**src/rtl/quad_decoder_bank.sv**
```systemverilog
// Multi-channel quadrature encoder front end: sync, glitch filter, x4 decode,
// wrapping position, direction, sticky illegal flag and windowed velocity.
module quad_decoder_bank #(
  parameter int unsigned NCH    = 2,
  parameter int unsigned POS_W  = 16,
  parameter int unsigned VEL_W  = 12,
  parameter int unsigned WINDOW = 1000,
  parameter int unsigned FILT   = 2
) (
  input  logic                   CLK,
  input  logic                   reset,
  input  logic [NCH-1:0]         A,
  input  logic [NCH-1:0]         B,
  input  logic [NCH-1:0]         pos_clr,
  input  logic                   err_clr,
  output logic [NCH*POS_W-1:0]   pos,
  output logic [NCH*VEL_W-1:0]   vel,
  output logic                   vel_valid,
  output logic [NCH-1:0]         dir,
  output logic [NCH-1:0]         err
);

  localparam int unsigned STAB_W  = (FILT > 1) ? $clog2(FILT) : 1;
  localparam int unsigned TMR_W   = $clog2(WINDOW);
  localparam int unsigned ARM_CYC = 3;

  localparam logic signed [VEL_W-1:0] VEL_MAX = {1'b0, {(VEL_W-1){1'b1}}};
  localparam logic signed [VEL_W-1:0] VEL_MIN = {1'b1, {(VEL_W-1){1'b0}}};

  // Next {A,B} state in the forward rotation 00 -> 01 -> 11 -> 10 -> 00.
  function automatic logic [1:0] gray_next(input logic [1:0] v);
    case (v)
      2'b00:   return 2'b01;
      2'b01:   return 2'b11;
      2'b11:   return 2'b10;
      default: return 2'b00;
    endcase
  endfunction

  logic [1:0]       arm_cnt;
  logic             armed;
  logic [TMR_W-1:0] timer;
  logic             win_end;

  assign armed   = (arm_cnt == 2'(ARM_CYC));
  assign win_end = (timer == TMR_W'(WINDOW - 1));

  // Shared arming counter and velocity window timer.
  always_ff @(posedge CLK) begin
    if (reset) begin
      arm_cnt   <= '0;
      timer     <= '0;
      vel_valid <= 1'b0;
    end else begin
      if (!armed) arm_cnt <= arm_cnt + 2'd1;
      timer     <= win_end ? '0 : timer + TMR_W'(1);
      vel_valid <= win_end;
    end
  end

  for (genvar i = 0; i < NCH; i++) begin : g_ch
    logic [1:0]              s1, s2, filt, filt_n;
    logic [1:0][STAB_W-1:0]  stab, stab_n;
    logic                    fwd, rev, bad;
    logic signed [1:0]       step;
    logic [POS_W-1:0]        pos_q;
    logic                    dir_q, err_q;
    logic signed [VEL_W-1:0] acc, acc_n, sum_sat, vel_q;
    logic signed [VEL_W:0]   sum;
    logic                    sat_q, ovf;

    // Per-bit stability filter; bypassed while the bank is still arming.
    always_comb begin
      filt_n = filt;
      stab_n = '0;
      for (int b = 0; b < 2; b++) begin
        if (!armed) begin
          filt_n[b] = s2[b];
        end else if (s2[b] != filt[b]) begin
          if (stab[b] == STAB_W'(FILT - 1)) filt_n[b] = s2[b];
          else                              stab_n[b] = stab[b] + STAB_W'(1);
        end
      end
    end

    always_comb begin
      fwd  = armed && (filt_n == gray_next(filt));
      rev  = armed && (filt == gray_next(filt_n));
      bad  = armed && (filt_n == ~filt);
      step = fwd ? 2'sd1 : (rev ? -2'sd1 : 2'sd0);
    end

    // Saturating accumulator; once clamped it holds until the window closes.
    always_comb begin
      sum = {acc[VEL_W-1], acc} + {{(VEL_W-1){step[1]}}, step};
      ovf = (sum[VEL_W] != sum[VEL_W-1]);
      if (!ovf)          sum_sat = sum[VEL_W-1:0];
      else if (sum[VEL_W]) sum_sat = VEL_MIN;
      else               sum_sat = VEL_MAX;
      acc_n = sat_q ? acc : sum_sat;
    end

    always_ff @(posedge CLK) begin
      if (reset) begin
        s1    <= '0;
        s2    <= '0;
        filt  <= '0;
        stab  <= '0;
        pos_q <= '0;
        dir_q <= 1'b0;
        err_q <= 1'b0;
        acc   <= '0;
        sat_q <= 1'b0;
        vel_q <= '0;
      end else begin
        s1   <= {A[i], B[i]};
        s2   <= s1;
        filt <= filt_n;
        stab <= stab_n;
        if (pos_clr[i])  pos_q <= '0;
        else if (fwd)    pos_q <= pos_q + POS_W'(1);
        else if (rev)    pos_q <= pos_q - POS_W'(1);
        if (fwd)         dir_q <= 1'b1;
        else if (rev)    dir_q <= 1'b0;
        err_q <= bad | (err_q & ~err_clr);
        if (win_end) begin
          vel_q <= acc_n;
          acc   <= '0;
          sat_q <= 1'b0;
        end else begin
          acc   <= acc_n;
          sat_q <= sat_q | ovf;
        end
      end
    end

    assign pos[i*POS_W +: POS_W] = pos_q;
    assign vel[i*VEL_W +: VEL_W] = vel_q;
    assign dir[i]                = dir_q;
    assign err[i]                = err_q;
  end

endmodule

```
**config.mk**
```make
export PLATFORM = sky130hd
export DESIGN_NAME = quad_decoder_bank
export DESIGN_NICKNAME = d
export VERILOG_FILES = /design/src/rtl/quad_decoder_bank.sv
export SDC_FILE = /design/constraint.sdc
export NUM_CORES = 1
export LEC_CHECK = 0
export BUFFER_PORTS_ARGS = -buffer_cell sky130_fd_sc_hd__buf_2
export CAP_MARGIN = 30
export CORE_ASPECT_RATIO = 1.4
export CORE_MARGIN = 2
export CORE_UTILIZATION = 60
export CTS_CLUSTER_SIZE = 24
export DETAILED_ROUTE_END_ITERATION = 6
export PLACE_DENSITY_LB_ADDON = 0.25
export RECOVER_POWER = 50
export SLEW_MARGIN = 10
export SYNTH_ARGS = -nofsm -noshare
export SYNTH_HDL_FRONTEND = slang
export SYNTH_SLANG_ARGS = --single-unit
```
**constraint.sdc**
```tcl
create_clock -name CLK -period 5.2 [get_ports CLK]
set_input_delay 0.52 -clock CLK [delete_from_list [all_inputs] [get_ports CLK]]
set_output_delay 0.52 -clock CLK [all_outputs]
set_load 0.01 [all_outputs]
```
==> qor.txt <==
Worst path arrival time -> 5.05 ns
Most common cell after layout, fill and taps aside -> dfxtp_1
Hold crit path type -> input port to register
Worst reg2reg path depth -> 18
Vias/cell -> 5.87
Largest net degree at the start of global routing -> 57
Async SR Flop Fraction -> 0%
First-pass DRT Iterations -> 5
Num rows -> 45
Number of synthesized flops with an enable pin -> 0
Fin crit share -> 91.7%
Post CTS Setup Buffer Count -> 0
Final Max Tran Viols -> 92
Worst Path Required -> 5.48 ns
Synthesized cell area -> 6750 um^2
Failing checks -> capacitance limit, slew limit
CTS buffer count -> 17
Final WL -> 15500 um
Clock Tree Buf Depth -> 2
GRT Overall Usage -> 26.3%
Final Hold Vio Count -> 0
Post-Syn Instances -> 799
Detail Placement HPWL -> 10800 um
Max Cap Viol -> 2
Worst-Margin Slew -> 2.29 ns
Setup_tns -> 0 ns
Ys flop type -> dfxtp_1
RSZ-0062 raised after global routing -> false
CTS Sinks -> 115
Max FO, Critical Path -> 19
1st-iter DRT viols -> 225
Via count -> 5930
Share of cells above drive strength 1 -> 7.94%
Final Instance Area -> 7630 um^2
Reg-to-reg startpoint -> arm_cnt[0]
F_max -> 0.210 GHz
First-pass GRT wire length -> 25900 um
Antenna Cells -> 0
I/O pin count -> 70
Hold Crit Depth -> 2
Pwr dens -> 308 nW/um^2
Synth Area per Inst -> 8.45 um^2
Fillers -> 912
Unique masters post-synth -> 69
Status -> finished, violations left
Yosys Warn Count -> 0
Leak -> 3.01 nW
CTS tree -> built
Vias in the first global route -> 5698
Seq/Total Area, Yosys -> 34.1%
Total grt overflow -> 0
R2R Setup Slk -> 0.43 ns
Final setup fails -> 0
Initial antenna violation count -> 0
Post-route ant nets -> 0
Clock latency on the worst-skew pair -> 0.40 ns
Crit Path Class -> register to register
Post-route DRC -> 0
VDD IR-drop max -> 0.251 mV
Slew HR -> -52.5%
FF-to-FF End -> g_ch[0].vel_q[5]
CTS clk-pin slew, worst paths -> 0.05 ns
Die X -> 93.7 um
Initial core utilization -> 61.8%
Multi-input logic area -> 4180 um^2
Setup clock skew after layout -> 0.00912 ns
Net count, final -> 926
Final Critical Period -> 4.77 ns
H-tree levels -> 4
Cts hold-fix bufs -> 0
Fin Hold WS -> 0.331 ns
Clock Tree Root -> clkbuf_16
CTS resizes -> 0
Register area -> 2300 um^2
Most frequent cells in the layout -> 115 x dfxtp_1, 104 x nor2_1, 77 x a21oi_1
Crit end category -> register
Seq cells post-synth -> 115
Syn-to-layout area delta -> 13.0%
Critical Path End -> g_ch[0].vel_q[5]
Crit path from -> arm_cnt[0]
GPL Wtd Cong -> 0.881
Setup crit start kind -> register
Syn_nets -> 866
Die footprint -> 12100 um^2
Std-Cell Core Area -> 10900 um^2
# port buffers -> 69
Routed wire length per instance -> 15.3 um
Post-place instance area -> 7180 um^2
Die height -> 130 um
## synth_stat cells, drive strengths merged, types with 13 or more instances
| cell type | count | area [um^2] |
|---|---|---|
| inv | 30 | 113 |
| xnor2 | 33 | 297 |
| buf | 13 | 73.8 |
| mux2i | 17 | 170 |
| o22ai | 13 | 81.3 |
| dfxtp | 115 | 2300 |
| xor2 | 25 | 219 |
| clkbuf | 23 | 86.3 |
| nor3 | 18 | 90.1 |
| a211oi | 19 | 153 |
| ha | 54 | 676 |
| nor2 | 104 | 390 |
| o21ai | 41 | 224 |
| nand2b | 13 | 81.3 |
| nand2 | 63 | 239 |
| a21oi | 80 | 412 |
## cells by family after synthesis
group	Yosys count	share of synthesized area (%)
flip-flops	115	34.1
AND/OR/NAND/NOR	258	17.7
multiplexers	19	2.85
AO/OA/AOI/OAI	224	22.3
adder cells (fa/ha/maj)	59	11.4
XOR/XNOR	58	7.63
buffers and inverters	66	4.04
## how the worst min path moves through the flow
stage	from	endpoint	slack, ns
final	A[0]	g_ch[0].s1[1]	0.33
after global routing	A[1]	g_ch[1].s1[1]	0.34
after CTS	A[0]	g_ch[0].s1[1]	0.32
after detailed placement	g_ch[0].s1[1]	g_ch[0].s2[1]	0.44
after global placement	timer[0]	timer[0]	0.43
after floorplan	g_ch[0].stab[1]	g_ch[0].stab[1]	0.41
## power breakdown
group | leakage [nW] | internal [mW] | switching, mW
Clock | 0.274 | 0.693 | 0.374
Sequential | 0.931 | 0.919 | 0.0286
Combinational | 1.80 | 0.136 | 0.201
Total | 3.01 | 1.75 | 0.603
## metal layers
layer  part of all wire, %  track usage [%]  up-vias
met5                     0                0        -
met2                    52             47.3      151
met1                    42             30.1     2769
met3                   4.8             6.22       30
met4                   1.8             9.55        0
li1                      -                -     2980
## per-stage QoR
stage	total power, mW	instances	worst slack [ns]	utilization [%]
final	2.35	1010	0.433	69.9
after global routing	2.45	1010	0.0819	69.9
after CTS	2.36	1010	0.480	70.7
after detailed placement	1.30	981	0.555	65.7
after global placement	1.28	981	0.787	65.7
after floorplan	1.23	799	0.775	-
## layout make-up
| class | count | share of cell area (%) |
|---|---|---|
| Multi-Input combinational cell | 618 | 54.7 |
| Sequential cell | 115 | 30.2 |
| Clock buffer | 23 | 6.39 |
| Timing Repair Buffer | 77 | 4.21 |
| Tap cell | 141 | 2.31 |
| Inverter | 30 | 1.47 |
| Clock inverter | 6 | 0.721 |
## state kept, by name, indices dropped and copies added, names as in the netlist
register,count
g_ch.pos_q,32
g_ch.dir_q,2
g_ch.stab,4
g_ch.sat_q,2
g_ch.err_q,2
g_ch.acc,24
g_ch.vel_q,24
vel_valid,1
timer,10
g_ch.s2,4
g_ch.s1,4
g_ch.filt,4
arm_cnt,2
## worst max-delay path, cell delays in order, from the launching register on
cell and delay (ns):
dfxtp_1 0.34, ha_1 0.47, nand2b_1 0.13, mux2i_1 0.39, o211ai_1 0.21, a21oi_2 0.19
nor2_1 0.09, inv_2 0.27, ha_1 0.26, inv_1 0.06, fa_1 0.39, and2b_1 0.21
o21ai_1 0.07, a21o_1 0.23, a311oi_4 0.35, a31oi_4 0.22, o21ai_4 0.30, a21oi_1 0.10
o41ai_1 0.34
(Power assumes the default switching activity.)
